**config.mk**
```make
export PLATFORM = sky130hd
export DESIGN_NAME = bfloat_mult_pipe
export DESIGN_NICKNAME = d
export VERILOG_FILES = /design/src/rtl/bfloat_mult_pipe.sv
export SDC_FILE = /design/constraint.sdc
export NUM_CORES = 1
export LEC_CHECK = 0
export CORE_MARGIN = 2
export CORE_UTILIZATION = 25
export CTS_BUF_LIST = sky130_fd_sc_hd__clkbuf_2
export CTS_CLUSTER_SIZE = 12
export DETAILED_ROUTE_END_ITERATION = 7
export GPL_TIMING_DRIVEN = 0
export PLACE_DENSITY = 0.48
export SLEW_MARGIN = 5
export SYNTH_ARGS = -nofsm -noshare
export SYNTH_HDL_FRONTEND = slang
export SYNTH_SLANG_ARGS = --single-unit
```
**constraint.sdc**
```tcl
create_clock -name clk -period 5.4 [get_ports clk]
set_input_delay 0.81 -clock clk [delete_from_list [all_inputs] [get_ports clk]]
set_output_delay 0.81 -clock clk [all_outputs]
set_load 0.05 [all_outputs]
```
**src/rtl/bfloat_mult_pipe.sv**
```systemverilog
// Three-stage floating-point multiplier (default bfloat16) with round-to-nearest-even,
// special-value handling, exception flags and a valid/ready handshake carrying a sideband tag.
module bfloat_mult_pipe #(
    parameter int EXP_W = 8,
    parameter int MAN_W = 7,
    parameter int TAG_W = 4
) (
    input  logic                 clk,
    input  logic                 rst,
    input  logic                 in_valid,
    output logic                 in_ready,
    input  logic [EXP_W+MAN_W:0] in_a,
    input  logic [EXP_W+MAN_W:0] in_b,
    input  logic [TAG_W-1:0]     in_tag,
    output logic                 out_valid,
    input  logic                 out_ready,
    output logic [EXP_W+MAN_W:0] out_c,
    output logic [TAG_W-1:0]     out_tag,
    output logic [3:0]           out_flags
);
    localparam int W   = 1 + EXP_W + MAN_W;
    localparam int PW  = 2 * MAN_W + 2;
    localparam int EW2 = EXP_W + 2;
    localparam logic [EW2-1:0] BIAS = EW2'((1 << (EXP_W - 1)) - 1);
    localparam logic [EW2-1:0] EMAX = EW2'((1 << EXP_W) - 1);

    typedef enum logic [1:0] {K_NORM, K_ZERO, K_INF, K_NAN} kind_e;

    logic [2:0] vld_pipe_q;
    logic       advance;

    assign advance   = !vld_pipe_q[2] || out_ready;
    assign in_ready  = advance;
    assign out_valid = vld_pipe_q[2];

    always_ff @(posedge clk) begin
        if (rst)          vld_pipe_q <= '0;
        else if (advance) vld_pipe_q <= {vld_pipe_q[1:0], in_valid};
    end

    // ---------------- S1: unpack, classify, exponent sum, significand product
    logic [EXP_W-1:0] ea, eb;
    logic [MAN_W-1:0] ma, mb;
    logic             a_zero, a_inf, a_nan, b_zero, b_inf, b_nan;
    kind_e            kind1_d, kind1_q;
    logic             sign1_q;
    logic [EW2-1:0]   exp1_d, exp1_q;
    logic [PW-1:0]    prod1_d, prod1_q;
    logic [TAG_W-1:0] tag1_q;

    assign ea = in_a[W-2 -: EXP_W];
    assign eb = in_b[W-2 -: EXP_W];
    assign ma = in_a[MAN_W-1:0];
    assign mb = in_b[MAN_W-1:0];

    // Subnormals (E=0, M!=0) are flushed: they classify as plain zero.
    assign a_zero = (ea == '0);
    assign b_zero = (eb == '0);
    assign a_inf  = (&ea) && (ma == '0);
    assign b_inf  = (&eb) && (mb == '0);
    assign a_nan  = (&ea) && (ma != '0);
    assign b_nan  = (&eb) && (mb != '0);

    always_comb begin
        kind1_d = K_NORM;
        if (a_nan || b_nan || (a_inf && b_zero) || (b_inf && a_zero)) kind1_d = K_NAN;
        else if (a_inf || b_inf)                                      kind1_d = K_INF;
        else if (a_zero || b_zero)                                    kind1_d = K_ZERO;
    end

    assign exp1_d  = {2'b00, ea} + {2'b00, eb} - BIAS;
    assign prod1_d = {{(MAN_W+1){1'b0}}, 1'b1, ma} * {{(MAN_W+1){1'b0}}, 1'b1, mb};

    always_ff @(posedge clk) begin
        if (rst) begin
            kind1_q <= K_NORM;
            sign1_q <= 1'b0;
            exp1_q  <= '0;
            prod1_q <= '0;
            tag1_q  <= '0;
        end else if (advance) begin
            kind1_q <= kind1_d;
            sign1_q <= in_a[W-1] ^ in_b[W-1];
            exp1_q  <= exp1_d;
            prod1_q <= prod1_d;
            tag1_q  <= in_tag;
        end
    end

    // ---------------- S2: normalise and round to nearest even
    logic [PW-1:0]    norm;
    logic [EW2-1:0]   exp_n, exp2_d, exp2_q;
    logic [MAN_W-1:0] man_t, man2_q;
    logic [MAN_W:0]   man_r;
    logic             guard, sticky, round_up;
    kind_e            kind2_q;
    logic             sign2_q, inexact2_q;
    logic [TAG_W-1:0] tag2_q;

    // A product below 2.0 is shifted up one place so both cases share the same bit slots.
    assign norm     = prod1_q[PW-1] ? prod1_q : (prod1_q << 1);
    assign exp_n    = exp1_q + {{(EW2-1){1'b0}}, prod1_q[PW-1]};
    assign man_t    = norm[PW-2 -: MAN_W];
    assign guard    = norm[MAN_W];
    assign sticky   = |norm[MAN_W-1:0];
    assign round_up = guard && (sticky || man_t[0]);
    assign man_r    = {1'b0, man_t} + {{MAN_W{1'b0}}, round_up};
    assign exp2_d   = exp_n + {{(EW2-1){1'b0}}, man_r[MAN_W]};

    always_ff @(posedge clk) begin
        if (rst) begin
            kind2_q    <= K_NORM;
            sign2_q    <= 1'b0;
            exp2_q     <= '0;
            man2_q     <= '0;
            inexact2_q <= 1'b0;
            tag2_q     <= '0;
        end else if (advance) begin
            kind2_q    <= kind1_q;
            sign2_q    <= sign1_q;
            exp2_q     <= exp2_d;
            man2_q     <= man_r[MAN_W-1:0];
            inexact2_q <= guard || sticky;
            tag2_q     <= tag1_q;
        end
    end

    // ---------------- S3: range check, pack, flags
    logic [W-1:0] c_d, c_q;
    logic [3:0]   flags_d, flags_q;
    logic [TAG_W-1:0] tag3_q;
    logic         ovf, unf;

    assign ovf = !exp2_q[EW2-1] && (exp2_q >= EMAX);
    assign unf = exp2_q[EW2-1] || (exp2_q == '0);

    always_comb begin
        c_d     = {sign2_q, exp2_q[EXP_W-1:0], man2_q};
        flags_d = {3'b000, inexact2_q};
        case (kind2_q)
            K_NAN: begin
                c_d     = {1'b0, {EXP_W{1'b1}}, 1'b1, {(MAN_W-1){1'b0}}};
                flags_d = 4'b1000;
            end
            K_INF: begin
                c_d     = {sign2_q, {EXP_W{1'b1}}, {MAN_W{1'b0}}};
                flags_d = 4'b0000;
            end
            K_ZERO: begin
                c_d     = {sign2_q, {(EXP_W+MAN_W){1'b0}}};
                flags_d = 4'b0000;
            end
            default: begin
                if (ovf) begin
                    c_d     = {sign2_q, {EXP_W{1'b1}}, {MAN_W{1'b0}}};
                    flags_d = 4'b0101;
                end else if (unf) begin
                    c_d     = {sign2_q, {(EXP_W+MAN_W){1'b0}}};
                    flags_d = 4'b0011;
                end
            end
        endcase
    end

    always_ff @(posedge clk) begin
        if (rst) begin
            c_q     <= '0;
            flags_q <= '0;
            tag3_q  <= '0;
        end else if (advance) begin
            c_q     <= c_d;
            flags_q <= flags_d;
            tag3_q  <= tag2_q;
        end
    end

    assign out_c     = c_q;
    assign out_tag   = tag3_q;
    assign out_flags = flags_q;
endmodule

```
### Word level (Yosys, flattened, before mapping)

Cells that the tools add are included.

| operators by class | value |
|---|---|
| multiply operators | 1 |
| reductions and logical operators | 30 |
| bitwise logic cells | 1 |
| equality and inequality tests | 3 |
| multiplexer cells | 10 |
| magnitude comparators | 1 |
| $add $sub $neg | 5 |

Operator list:

| kind | number |
|---|---|
| 16-bit one-hot mux with 3 select lines | 1 |
| 15-bit two-way mux | 3 |
| 10-bit by 1-bit adder with 10-bit output | 2 |
| 8-bit zero test | 2 |
| 8-bit by 8-bit multiplier with 16-bit output | 1 |
| 8-bit AND reduction | 2 |
| 7-bit zero test | 2 |
| 7-bit nonzero test | 2 |
| 10-bit by 8-bit >= comparator with 1-bit output, second input constant | 1 |
| 10-bit zero test | 1 |
| 9-bit by 7-bit subtractor with 10-bit output, second input constant | 1 |
| 8-bit by 8-bit adder with 9-bit output | 1 |
| 1-bit logical OR | 9 |
| 7-bit by 1-bit adder with 8-bit output | 1 |
| 1-bit logical AND | 8 |
| 4-bit one-hot mux with 2 select lines | 1 |
| 7-bit OR reduction | 1 |
| 2-bit two-way mux | 3 |
| 2-bit == test, second input constant | 2 |
| 3-bit two-way mux | 1 |
| 2-bit by 1-bit == test with 1-bit output, second input constant | 1 |
| 1-bit zero test | 2 |
| 2-bit OR reduction | 1 |
| 1-bit two-way mux | 1 |
| 1-bit bitwise XOR | 1 |

| word-level totals | value |
|---|---|
| logic and storage cells | 66 |
| bits of input ports | 40 |
| bits in registers | 85 |
| output and inout port bits | 26 |

### Logic depth before layout (Yosys ltp)

| logic depth | value |
|---|---|
| word-level depth | 6 |
| gate-level depth with buffers | 16 |
| mapped depth without buffers | 16 |

### Worst setup path before layout

OpenSTA, ideal clock, no wires.

| path | value |
|---|---|
| path type | input -> register |
| start | input in_a[1] |
| end | register prod1_q[14] |
| stages on the path | 16 |
| library setup time | 0.117 ns |
| data arrival time | 4.592 ns |
| slack | 0.691 ns |
| buffers on the path | 0 |
| data required time | 5.283 ns |
| cell sequence | inv_1 nor2_1 fa_1 inv_1 fa_1 inv_1 fa_1 inv_1 fa_1 inv_1 ha_1 a21oi_1 o211ai_1 and4_1 or3_1 a32o_1 |

| on the way | value |
|---|---|
| longest elaborated chain between the ends | 1 |

RTL lines:

| element | line | RTL |
|---|---|---|
| start, declared | 12 | `input logic [EXP_W+MAN_W:0] in_a,` |
| 8-bit by 8-bit multiplier with 16-bit output | 72 | `assign prod1_d = {{(MAN_W+1){1'b0}}, 1'b1, ma} * {{(MAN_W+1){1'b0}}, 1'b1, mb};` |
| end signal, assigned | 85 | `prod1_q <= prod1_d;` |
| end, declared | 48 | `logic [PW-1:0] prod1_d, prod1_q;` |

No other way between the ends.
A chain may end at the register's enable or synchronous reset.

### Final worst setup path

| path | value |
|---|---|
| start | input in_b[4] |
| end | register prod1_q[13] |

| on the way | value |
|---|---|
| longest elaborated chain between the ends | 1 |

RTL lines:

| element | line | RTL |
|---|---|---|
| start, declared | 13 | `input logic [EXP_W+MAN_W:0] in_b,` |
| 8-bit by 8-bit multiplier with 16-bit output | 72 |  |

No other way between the ends.

==> out/qor.yml <==
run_status: "finished, final reports clean"
worst_slack_ns: 0.245
clock_sinks: 85
post-route-util: 0.306
synth.area.top_cells: "dfxtp_1 (28%), fa_1 (13%), ha_1 (11%), nand2_1 (6.4%), a21oi_1 (4.9%)"
power_leakage_nw: 3.04
clkTransAtPathRegs_ns: 0.26
p_total_mw: 2.32
synth_seq_cells: 85
start_util: 0.257
worst_hold_path.num_cells: 2
r2r-end: "exp2_q[7]"
synth_cell_types: 58
syn_inst: 721
fin_skew_ns: 0.0350
cts_buffers: 9
io_pins: 66
setup_violations: 0
wl_per_cell_um: 14.9
synth_edf_count: 0
holdCritStartpoint: "man2_q[3]"
gr-total-overflow: 0
place_area_um2: 7110
clock_latency_ns: 0.57
viasPerCell: 4.61
whs_endpoint: "man2_q[3]"
hpwlAfterDp_mm: 13.1
synth_fp_nets: 851
ys_seq_area_frac: 0.281
root_buffer: "clkbuf_2"
slew_headroom: 0.524
min_path_type: "flip-flop to flip-flop"
antenna_left: 0
synth_top_area_cell: "dfxtp_1"
htreeDepth: 3
end_kind: "flip-flop"
crit_path_start_kind: "input port"
cp_num_buf_inv: 5
die_h_um: 160
cts_setup_buffers: 0
drtPass1Iterations: 4
placementRows: 56
place.gp.congestion: 0.784
ctsHoldBuffers: 0
cpPeakStageDelay_ns: 0.65
path_cells: "clkdlybuf4s50_1, and2_1, fa_1, inv_1, fa_1, inv_1, fa_1, inv_1, fa_1, inv_1, ha_1, nand4_1, a211oi_1, o211ai_1, a2111o_1, nand3_1"
grt_pass1_vias: 5376
crit_fanout: 9
final_cell_area_um2: 7230
grt_setup_unrepaired: "false"
fin_crit_sh: 0.955
synth_async_sr_flop_share: 0
die_x_um: 160
cts_tree: "built"
grt_max_degree: 16
grt_antenna_before_repair: 0
power-per-cell-area_nw_per_um2: 320
finalHoldViolations: 0
tightest_slew_ns: 0.714
reg2reg_slack_ns: 2.55
drtIter0Drc: 182
ir_drop_uv: 100
required_ns: 5.94
drv_cap: 0
netlist.area_leader.share: 0.281
final_max_slew_viol_count: 0
yosysWarnings: 0
grtUsageTotal: 0.137
vias: 5178
crit_type: "input port to flip-flop"
routed_wirelength_mm: 16.8
grt_pass1_wl_mm: 28.1
crit_slowest_cell: "clkdlybuf4s50_1"
post_cts_resized: 0
preCtsSetupSlack_ns: -0.317
syn_area_per_cell_um2: 8.41
port_buffers: 65
die_area_um2: 25500
area_delta_synth_final_pct: 19.3
drc_errors: 0
yosys.cell_count.top_type: "nand2_1"
ys_top_cells_by_count: "nand2_1 (104), dfxtp_1 (85), inv_1 (77)"
rr_startpoint: "prod1_q[15]"
core-area_um2: 23600
synthFlopType: "dfxtp_1"
fillers: 2621
crit_family: "adder cells"
fin_crit_ns: 5.16
r2r_cells: 9
max_freq_ghz: 0.194
nNetsFinal: 927
arrival_ns: 5.70
clock_path_buffers: 2
drive_gt1_frac: 0.0461
synth.cell_area_um2: 6060
[where the power goes]
group / switching [mW] / internal (mW)
logic: 0.658 / 0.501
registers: 0.0810 / 0.727
clock network: 0.241 / 0.110
[per-stage QoR]
| stage | hold slack, ns | cells | setup TNS, ns |
|---|---|---|---|
| after global placement | 0.440 | 1105 | -0.938 |
| after detailed placement | 0.446 | 1105 | -1.01 |
| after global routing | 0.484 | 1121 | 0 |
| after floorplan | 0.431 | 721 | 0 |
| after CTS | 0.471 | 1121 | 0 |
| final | 0.466 | 1122 | 0 |
[state kept, by name, indices dropped and copies added (netlist names), 2 cells and up]
register    cells
exp1_q         10
exp2_q         10
kind1_q         2
kind2_q         2
man2_q          7
out_c          16
out_flags       4
out_tag         4
prod1_q        16
tag1_q          4
tag2_q          4
vld_pipe_q      3
[final cells by class]
| class | instances | area (um2) | area share |
|---|---|---|---|
| diodes | 1 | 2.50 | 0.000346 |
| plain buffers | 30 | 155 | 0.0215 |
| clock buffers | 9 | 45.0 | 0.00623 |
| clock inverters | 7 | 73.8 | 0.0102 |
| inverters | 77 | 289 | 0.0400 |
| multi-input cells | 529 | 3920 | 0.541 |
| flip-flops and latches | 85 | 1700 | 0.235 |
| well taps | 319 | 399 | 0.0552 |
| repair buffers | 65 | 651 | 0.0900 |
[worst min-delay path: stages (launching register included)]
cell	delay (ns)
dfxtp_1	0.36
nand2_1	0.05
a21oi_1	0.05
[cell families (layout without fill, tap and decap cells)]
logic type,after synthesis,in the layout,share of synthesized area
simple gates,256,256,0.204
other cells,0,1,0
xor+xnor,21,21,0.0303
fa+ha+maj,90,90,0.233
buf+inv,107,188,0.0733
flops,85,85,0.281
mux,4,4,0.00661
compound gates,158,158,0.172
[layer usage]
layer / track usage / share of wire / vias to the layer above
li1: - / - / 2609
met1: 0.182 / 0.49 / 2506
met2: 0.238 / 0.48 / 55
met3: 0.0231 / 0.020 / 8
met4: 0.0182 / 0.0059 / 0
met5: 0 / 0 / -
[worst max-delay path by stage]
stage	startpoint	endpoint	slack (ns)	cells past startpoint
4_1_cts	in_b[4]	prod1_q[13]	0.30	16
5_1_grt	in_b[4]	prod1_q[13]	0.09	16
3_3_place_gp	in_b[4]	prod1_q[15]	-0.30	16
2_1_floorplan	in_a[1]	prod1_q[14]	0.69	16
3_5_place_dp	in_b[4]	prod1_q[13]	-0.32	16
6_report	in_b[4]	prod1_q[13]	0.24	16
[cells in the final DEF, fill, tap and decap left out, types with 16 or more instances in the layout]
master	count
nor2_1	49
a21oi_1	59
fa_1	38
nand2_1	104
ha_1	52
clkbuf_1	16
o21ai_0	17
clkdlybuf4s50_1	65
inv_1	77
nand3_1	17
dfxtp_1	85
and2_1	31
Power figures use the tool's default switching activity.
